<file path="src/rtl/keypad_matrix_emu.sv">
// keypad_matrix_emu: emulates one key of a 3x3 active-low scanned keypad matrix.
// A press command (key, hold length) plays out as contact bounce in, a clean
// hold, and contact bounce out; the row lines answer the scanner's column drive
// combinationally from the current contact state and the latched key.
//
// Build option: define KPAD_EMU_BOUNCE_EN to include the two bounce phases.
// Without it a press is a clean hold only.
//
// Command handshake: a command transfers on a rising edge where press_valid
// and press_ready are both 1; press_ready is 1 exactly while the FSM is IDLE,
// and the command inputs need only be stable for that one edge.
module keypad_matrix_emu #(
  parameter int BOUNCE_CYCLES = 16,
  parameter int BOUNCE_TOGGLE = 4
) (
  input  logic        clk,
  input  logic        reset,
  input  logic [2:0]  column,
  output logic [2:0]  row,
  input  logic        press_valid,
  output logic        press_ready,
  input  logic [3:0]  press_key,
  input  logic [15:0] press_hold,
  input  logic        press_abort,
  output logic        contact,
  output logic        busy,
  output logic        done,
  output logic        err,
  output logic [1:0]  state_dbg
);

  // Reject parameter values outside the supported range at elaboration.
  if (BOUNCE_CYCLES < 2 || BOUNCE_CYCLES > 255 ||
      BOUNCE_TOGGLE < 1 || BOUNCE_TOGGLE > BOUNCE_CYCLES) begin : g_param_check
    $error("keypad_matrix_emu: BOUNCE_CYCLES/BOUNCE_TOGGLE out of range");
  end

`ifdef KPAD_EMU_BOUNCE_EN
  typedef enum logic [1:0] {
    IDLE       = 2'd0,
    BOUNCE_IN  = 2'd1,
    HELD       = 2'd2,
    BOUNCE_OUT = 2'd3
  } state_t;

  // Last index of a bounce phase and of a toggle interval.
  localparam logic [7:0] LAST_PHASE  = 8'(BOUNCE_CYCLES - 1);
  localparam logic [7:0] LAST_TOGGLE = 8'(BOUNCE_TOGGLE - 1);

  logic [7:0] phase_cnt;
  logic [7:0] tog_cnt;
  logic       phase_end;
  logic       tog_end;
`else
  typedef enum logic [1:0] {
    IDLE = 2'd0,
    HELD = 2'd2
  } state_t;
`endif

  state_t      state;
  logic [15:0] hold_cnt;
  logic [15:0] hold_len;
  logic [1:0]  key_r;
  logic [1:0]  key_c;
  logic [3:0]  key_rc;
  logic        key_ok;
  logic        hold_end;
  logic        col_low;

  assign press_ready = (state == IDLE);
  assign busy        = (state != IDLE);
  assign state_dbg   = state;

  // Split the offered key code into {row, column}; codes 9..15 are invalid.
  always_comb begin
    key_rc = 4'b1111;
    key_ok = 1'b1;
    case (press_key)
      4'd0:    key_rc = 4'b00_00;
      4'd1:    key_rc = 4'b00_01;
      4'd2:    key_rc = 4'b00_10;
      4'd3:    key_rc = 4'b01_00;
      4'd4:    key_rc = 4'b01_01;
      4'd5:    key_rc = 4'b01_10;
      4'd6:    key_rc = 4'b10_00;
      4'd7:    key_rc = 4'b10_01;
      4'd8:    key_rc = 4'b10_10;
      default: key_ok = 1'b0;
    endcase
  end

  // End-of-interval flags for the hold and bounce counters.
  always_comb begin
    hold_end = (hold_cnt == hold_len - 16'd1);
`ifdef KPAD_EMU_BOUNCE_EN
    phase_end = (phase_cnt == LAST_PHASE);
    tog_end   = (tog_cnt == LAST_TOGGLE);
`endif
  end

  // Row sense: only the latched key's row can be pulled low, and only while
  // the contact is closed and that key's own column is driven. Other driven
  // columns are ignored, so multi-column drive cannot create ghost rows.
  always_comb begin
    row     = 3'b111;
    col_low = 1'b0;
    case (key_c)
      2'd0:    col_low = ~column[0];
      2'd1:    col_low = ~column[1];
      2'd2:    col_low = ~column[2];
      default: col_low = 1'b0;
    endcase
    if (contact && col_low) begin
      case (key_r)
        2'd0:    row[0] = 1'b0;
        2'd1:    row[1] = 1'b0;
        2'd2:    row[2] = 1'b0;
        default: row    = 3'b111;
      endcase
    end
  end

  // Press sequencer: accepts commands, steps through the press phases and
  // drives the registered contact, done and err outputs.
  always_ff @(posedge clk or posedge reset) begin
    if (reset) begin
      state    <= IDLE;
      contact  <= 1'b0;
      done     <= 1'b0;
      err      <= 1'b0;
      hold_cnt <= 16'd0;
      hold_len <= 16'd0;
      key_r    <= 2'd0;
      key_c    <= 2'd0;
`ifdef KPAD_EMU_BOUNCE_EN
      phase_cnt <= 8'd0;
      tog_cnt   <= 8'd0;
`endif
    end else begin
      done <= 1'b0;
      err  <= 1'b0;
      case (state)
        IDLE: begin
          contact <= 1'b0;
          if (press_valid) begin
            if (key_ok) begin
              key_r    <= key_rc[3:2];
              key_c    <= key_rc[1:0];
              // A zero hold still produces one clean closed cycle.
              hold_len <= (press_hold == 16'd0) ? 16'd1 : press_hold;
              hold_cnt <= 16'd0;
              contact  <= 1'b1;
`ifdef KPAD_EMU_BOUNCE_EN
              state     <= BOUNCE_IN;
              phase_cnt <= 8'd0;
              tog_cnt   <= 8'd0;
`else
              state     <= HELD;
`endif
            end else begin
              err <= 1'b1;
            end
          end
        end

`ifdef KPAD_EMU_BOUNCE_EN
        BOUNCE_IN: begin
          if (press_abort) begin
            state     <= BOUNCE_OUT;
            contact   <= 1'b0;
            phase_cnt <= 8'd0;
            tog_cnt   <= 8'd0;
          end else if (phase_end) begin
            state    <= HELD;
            contact  <= 1'b1;
            hold_cnt <= 16'd0;
          end else begin
            phase_cnt <= phase_cnt + 8'd1;
            if (tog_end) begin
              tog_cnt <= 8'd0;
              contact <= ~contact;
            end else begin
              tog_cnt <= tog_cnt + 8'd1;
            end
          end
        end
`endif

        HELD: begin
          if (press_abort || hold_end) begin
            hold_cnt <= 16'd0;
            contact  <= 1'b0;
`ifdef KPAD_EMU_BOUNCE_EN
            state     <= BOUNCE_OUT;
            phase_cnt <= 8'd0;
            tog_cnt   <= 8'd0;
`else
            state     <= IDLE;
            done      <= 1'b1;
`endif
          end else begin
            // hold_cnt stops at hold_len-1 <= 65534, so it never wraps.
            hold_cnt <= hold_cnt + 16'd1;
          end
        end

`ifdef KPAD_EMU_BOUNCE_EN
        BOUNCE_OUT: begin
          if (phase_end) begin
            state     <= IDLE;
            contact   <= 1'b0;
            done      <= 1'b1;
            phase_cnt <= 8'd0;
            tog_cnt   <= 8'd0;
          end else begin
            phase_cnt <= phase_cnt + 8'd1;
            if (tog_end) begin
              tog_cnt <= 8'd0;
              contact <= ~contact;
            end else begin
              tog_cnt <= tog_cnt + 8'd1;
            end
          end
        end
`endif

        default: begin
          state   <= IDLE;
          contact <= 1'b0;
        end
      endcase
    end
  end

endmodule

</file>
<file path="config.mk">
export PLATFORM = sky130hd
export DESIGN_NAME = keypad_matrix_emu
export DESIGN_NICKNAME = d
export VERILOG_FILES = /design/src/rtl/keypad_matrix_emu.sv
export SDC_FILE = /design/constraint.sdc
export NUM_CORES = 1
export LEC_CHECK = 0
export CORE_AREA = 4 4 72 74
export DETAILED_ROUTE_END_ITERATION = 12
export DIE_AREA = 0 0 76 78
export GPL_TIMING_DRIVEN = 0
export HOLD_SLACK_MARGIN = 0.05
export PLACE_DENSITY = 0.77
export SLEW_MARGIN = 20
export SYNTH_ARGS = -nofsm -noshare
export SYNTH_HDL_FRONTEND = slang
export SYNTH_SLANG_ARGS = --single-unit
</file>
<file path="constraint.sdc">
create_clock -name clk -period 4.2 [get_ports clk]
set_input_delay 1.05 -clock clk [delete_from_list [all_inputs] [get_ports clk]]
set_output_delay 1.05 -clock clk [all_outputs]
set_load 0.02 [all_outputs]
</file>
Word-level counts from Yosys, hierarchy flattened:

Cells that the tools add are included.

* memory bits (writable): 0
* input port bits: 27
* memories: 0
* bits in registers: 41
* bits in latches: 0
* ROM bits: 0
* output and inout port bits: 10

* multipliers: 0
* order comparisons: 0
* bitwise logic cells: 3
* add/subtract/negate cells: 2
* reduce and logical (&&, ||, !) cells: 13
* multiplexer cells: 25
* eq/ne operators: 17
* shifts and indexed selects: 0
* divide/modulo/power cells: 0

Operators by type and width (count)
* $mux W16: 4
* $pmux W4 S9: 1
* $pmux W16 S2: 1
* $add A16 B1 Y16 const B: 1
* $eq A16 B16 Y1: 1
* $eq A4 B3 Y1 const B: 4
* $logic_not A16 Y1: 1
* $sub A16 B1 Y16 const B: 1
* $mux W1: 12
* $reduce_and A3 Y1: 3
* $reduce_or A9 Y1: 1
* $eq A4 B2 Y1 const B: 2
* $eq A2 B2 Y1 const B: 3
* $logic_not A2 Y1: 3
* $mux W2: 3
* $eq A2 B1 Y1 const B: 2
* $eq A4 B1 Y1 const B: 1
* $eq A4 B4 Y1 const B: 1
* $logic_not A4 Y1: 1
* $ne A2 B2 Y1 const B: 2
* $pmux W2 S2: 1
* $reduce_bool A2 Y1: 2
* $mux W3: 1
* $not A1 Y1: 3
* 5 further kinds: 5

Longest topological paths before layout:

* depth in word-level cells: 6
* gate-level depth with buffers: 12
* gate-level depth less buffers: 10

Worst setup path before layout:

No wires, ideal clock.

* kind: input to output
* start point: input port column[0]
* end point: output port row[2]
* data required time: 3150 ps
* slack: 1127 ps
* path buffers: 0
* cell stages on the path: 4
* arrival time: 2023 ps
* cells stage by stage: nor2b_1 a211oi_1 o21ai_0 or3b_2

* word-level cells in the longest chain between the ends: 4

Ends and longest elaborated chain
* from (decl): line 18 `input logic [2:0] column,`
* $not A1 Y1: line 109 `2'd0: col_low = ~column[0];`
* $pmux W1 S3: line 108 `case (key_c)`
* $logic_and A1 B1 Y1: line 114 `if (contact && col_low) begin`
* $mux W3: line 114
* to (decl): line 19 `output logic [2:0] row,`

No other way between the ends.

Worst setup path in the final report:

Ends and elaborated chain as after synthesis.

==> impl_results.md <==
- Status: finished clean
- PostCTS Resize Cnt: 0
- # DRC: 0
- Peak supply drop: 262 uV
- Clock Latency Late Sink: 0.29 ns
- Clk pin slew, worst setup/hold paths: 0.07 ns
- Hold WS: 0.517 ns
- PortBufs: 34
- Most common cell in the netlist: dfrtp_1
- Flop and latch count out of synthesis: 40
- Synth async-reset ratio: 100%
- Clk pwr share: 20.0%
- DR WL/cell: 15.3 um
- Global-route wire length before repair: 9730 um
- Synth Flop Type: dfrtp_1
- Sequential area share after synthesis: 41.0%
- Critical Path RT: 3.15 ns
- Final core occ: 64.4%
- Placer Congestion: 0.810
- Tightest Pin Transition: 0.774 ns
- Routed via count: 2121
- Area of the multi-input gates: 1320 um2
- Setup_tns: 0 ns
- Worst Path Max Fanout: 3
- Pint: 845 uW
- Initial drt markers: 111
- Rows: 25
- Max Cap Viol: 0
- Worst setup EP type: output pin
- Starting Density: 53.1%
- Vias in the first global route: 2090
- Core footprint: 4600 um2
- Io pins: 37
- Final worst-path cycle share: 95.6%
- Syn avg cell area: 9.14 um2
- # hold bufs at CTS: 0
- Vias per cell: 5.83
- Switch Pwr: 495 uW
- Largest cells by area after synthesis: dfrtp_1 (41%), a22o_1 (6.1%), nand3_1 (4.3%)
- Die span in y: 78 um
- Register area: 1000 um2
- Syn_nets: 296
- Synthesis Warnings: 0
- Crit path arrival time: 2.96 ns
- CTS buffer count: 5
- Leak: 0.00127 uW
- Area growth syn-to-layout: 21.3%
- Number of fill cells: 407
- RSZ-0062 raised after global routing: false
- Die ar.: 5930 um2
- Fin. Hold Viols: 0
- Antenna Cells: 0
- Pin count of the biggest net entering global routing: 28
- Sw frac: 37.0%
- Fmax achieved: 249 MHz
- # clock sinks: 40
- Max Slew Vio Count: 0
- Worst rel slew slack: 48.4%
- Layout cell share with drive strength beyond 1: 9.03%
- Worst hold path class: flop to flop
- Deepest clock path buffer count: 2
- Area leader, netlist: dfrtp_1
- Critical path class: input pin to output pin
- CTS tree: built
- Synthesized instance count: 267
- Post-synthesis cell area: 2440 um2
- Comb pwr share: 37.3%
- Initial antenna violation count: 0
- Number of distinct library cells after synthesis: 48
- Final HPWL DP: 4240 um
- Minimum clock period: 4.01 ns
- Number of synthesized flops with an enable pin: 0
- Synth top area share: 41.0%
- Final WL: 5560 um
- Number of setup buffers added after CTS: 0
- Startpoint types: input pin
- Final Setup Violations: 0
- Total Nets Final: 338
- Pre-Repair DR Iteration Count: 4
- H-tree level count: 2
- Total global routing track utilization: 19.8%
- GR Overflow Total: 0
- Root Buffer: clkbuf_8
- Final instance area: 2960 um2
- Final antenna-violating net count: 0
- Chip Width: 76 um
- List of most frequent post-synthesis cells: dfrtp_1 (40), nand3_1 (21), nor2_1 (20)
- Cell area power density: 452 nW/um2
- Seq pwr share: 42.7%
- Cell Area, Placed: 2870 um2
- Clock Skews: 0.00647 ns
cell families (layout without fill, tap and decap cells):
logic type	after synthesis	count (layout)	synth area share (%)
DFF	40	40	41.0
and+or+nand+nor	103	103	22.5
adders and majority gates	2	2	1.02
other	1	1	0.154
muxes	7	7	3.08
xor gates and xnor gates	21	21	7.53
AOI/OAI and AO/OA	67	67	19.7
buffers and inverters	26	69	5.02
worst max-delay path: stages:
cell and delay (ns):
clkdlybuf4s50_1 0.39, nor2b_1 0.12, a211oi_1 0.19, o21ai_0 0.18, or3b_2 0.49, clkdlybuf4s50_1 0.55
power by group through the flow:
stage                     Clock, uW  Sequential (uW)  Combinational [uW]
final                           267              572                 500
after global routing            289              589                 555
after CTS                       273              571                 503
after detailed placement          0              578                 498
after global placement            0              576                 480
after floorplan                   0              561                 360
placed cells by master, fill, tap and decap left out, types with 3 or more instances in the layout:
cell	count
a21o_1	4
xor2_1	10
and3_1	5
a22o_1	17
mux2_2	4
nor4_1	7
a31oi_1	3
inv_1	11
nor2_1	20
clkdlybuf4s50_1	34
nor2b_1	5
nor3b_1	3
clkbuf_1	8
clkbuf_8	6
nand2b_1	3
nor3_1	7
nand3_1	21
nand2_1	19
xnor2_1	11
mux2i_1	3
o21ai_0	10
nand3b_1	3
dfrtp_1	40
a21oi_1	17
sequential cells by signal, summed over array words and instances, names as in the netlist:
| register | flops |
|---|---|
| hold_cnt | 16 |
| hold_len | 16 |
| key_c | 2 |
| key_r | 2 |
| contact | 1 |
| done | 1 |
| err | 1 |
| state_dbg | 1 |
area by class of cell:
class | instances | share of cell area, %
inverters | 12 | 1.52
repair buffers | 35 | 12.2
well taps | 54 | 2.28
clock inverters | 2 | 0.338
plain buffers | 14 | 2.62
clock buffers | 6 | 2.79
multi-input cells | 201 | 44.5
flip-flops and latches | 40 | 33.8
path summary, 6_finish.rpt:
check	start	to	slack, ns	depth (start not counted)
min in group asynchronous	reset	hold_cnt[8]	1.03	2
worst max register to register	hold_len[0]	hold_cnt[14]	1.25	10
worst max-delay path	column[0]	row[2]	0.19	6
worst min-delay path	key_c[0]	key_c[0]	0.52	2
max in group asynchronous	reset	key_c[0]	2.73	3
worst min register to register	key_c[0]	key_c[0]	0.52	2
per-layer routing:
layer	global-route usage, %	wire length (um)
met5	0	0
met4	5.16	55
met2	32.9	2720
met1	25.9	2420
met3	4.64	363
per-stage QoR:
step | power (uW) | worst slack (ns) | cells
floorplan | 921 | 1.13 | 267
global placement | 1060 | 0.208 | 355
detailed placement | 1080 | 0.166 | 356
CTS | 1350 | 0.166 | 364
global route | 1430 | 0.148 | 364
finish | 1340 | 0.185 | 364
(Power assumes the default switching activity.)
==> RTL edit (same settings) <==
Put one more register stage on the output `state_dbg`, with the module's reset. The value now appears one clock later. The other outputs are not delayed to match.
--- a/src/rtl/keypad_matrix_emu.sv
+++ b/src/rtl/keypad_matrix_emu.sv
@@ -70,7 +70,13 @@
 
   assign press_ready = (state == IDLE);
   assign busy        = (state != IDLE);
-  assign state_dbg   = state;
+  always_ff @(posedge clk or posedge reset) begin
+    if (reset) begin
+      state_dbg <= '0;
+    end else begin
+      state_dbg <= state;
+    end
+  end
 
   // Split the offered key code into {row, column}; codes 9..15 are invalid.
   always_comb begin
Formal check against the unedited RTL: not equivalent (a bounded check fails within 4 cycles, from zero or initial values and one cycle with reset high).
==> RTL edit against the unedited design <==
Clock power rose by 7.5%; global-route usage rose by 1.3 points; sequential cell count rose by 1; worst hold slack got worse by 0.015 ns; power rose by 7.1%; routed wire length rose by 8.7%; core utilization rose by 3.5 points; synthesized area rose by 5.5%; worst setup slack improved by 0.033 ns; count of clock-buffer cells in the layout rose by 1; via count rose by 4.2%; fmax rose by 0.82%; design area rose by 5.5%; critical endpoint unchanged; largest power group unchanged.
==> RTL edit: results <==
[cells_and_area]
stdcell_count = 365
layout.nets = 339
drive_above_1_share_pct = 8.36
reg.largest.list = hold_cnt x16, hold_len x16

[placement]
post-dp-hpwl_um = 4470
pre_cts_ws_ns = 0.171
dp.cells = 357
routabilityCongestion = 0.789

[power]
p_per_area_nw_per_um2 = 460
swShare_pct = 37.5
ir_worst_vdd_mv = 0.283
p_leak_nw = 1.38

[routing]
wl_met2_um = 3010
vias = 2211
wire_per_inst_um = 16.6
wl_met3_um = 280
wl_met1_um = 2660
drt_first_iter_violations = 110

[sta]
relSlewSlack_pct = 46.4
clock-skew-final_ns = 0.00361
hold_slack_ns = 0.502

[grt]
met1_usage_pct = 27.1
grt_pass1_wl_um = 10100
globalRouteMet3Util_pct = 3.94
grt_start_max_net_pins = 22

[setup_path]
worstPathArrival_ns = 2.93
r2r_end = hold_cnt[3]
r2r_cells = 11

[clock_tree]
h-tree-depth = 2

[synth]
synth_nets = 296
synth_area_leaders = dfrtp_1 (40%), a22o_1 (4.1%), xor2_1 (3.7%), nor3b_1 (3.5%), a211o_1 (3.4%)
yosysUniqueCellTypes = 54
synth_seq_area_share_pct = 39.8
synthTopCellsByCount = dfrtp_1 (41), nand2_1 (18), nor2_1 (15)
synth_xor_xnor_area_share_pct = 8.89
synth_mux_area_share_pct = 1.70
synth_compound_area_share_pct = 20.1

[status]
status = completed
## RTL edit: layout make-up
class,instances,area [sq um]
well taps,54,67.6
repair buffers,36,378
plain buffers,16,87.6
multi-input cells,202,1430
inverters,8,30.0
flip-flops and latches,41,1030
clock buffers,7,96.3
clock inverters,1,5.00
fillers,382,1480
## RTL edit: kinds of logic after synthesis
kind of cell / after synthesis
compound gates: 66
buf+inv: 24
other cells: 1
xor+xnor: 23
fa+ha+maj: 2
mux: 4
simple gates: 106
flops: 41
## RTL edit: worst min-delay path by stage
| stage | startpoint | end | cells past startpoint |
|---|---|---|---|
| 3_5_place_dp | state[1] | state_dbg[1] | 0 |
| 2_1_floorplan | key_c[0] | key_c[0] | 2 |
| 4_1_cts | state[1] | state_dbg[1] | 0 |
| 3_3_place_gp | state[1] | state_dbg[1] | 0 |
| 6_report | state[1] | state_dbg[1] | 0 |
| 5_1_grt | state[1] | state_dbg[1] | 0 |
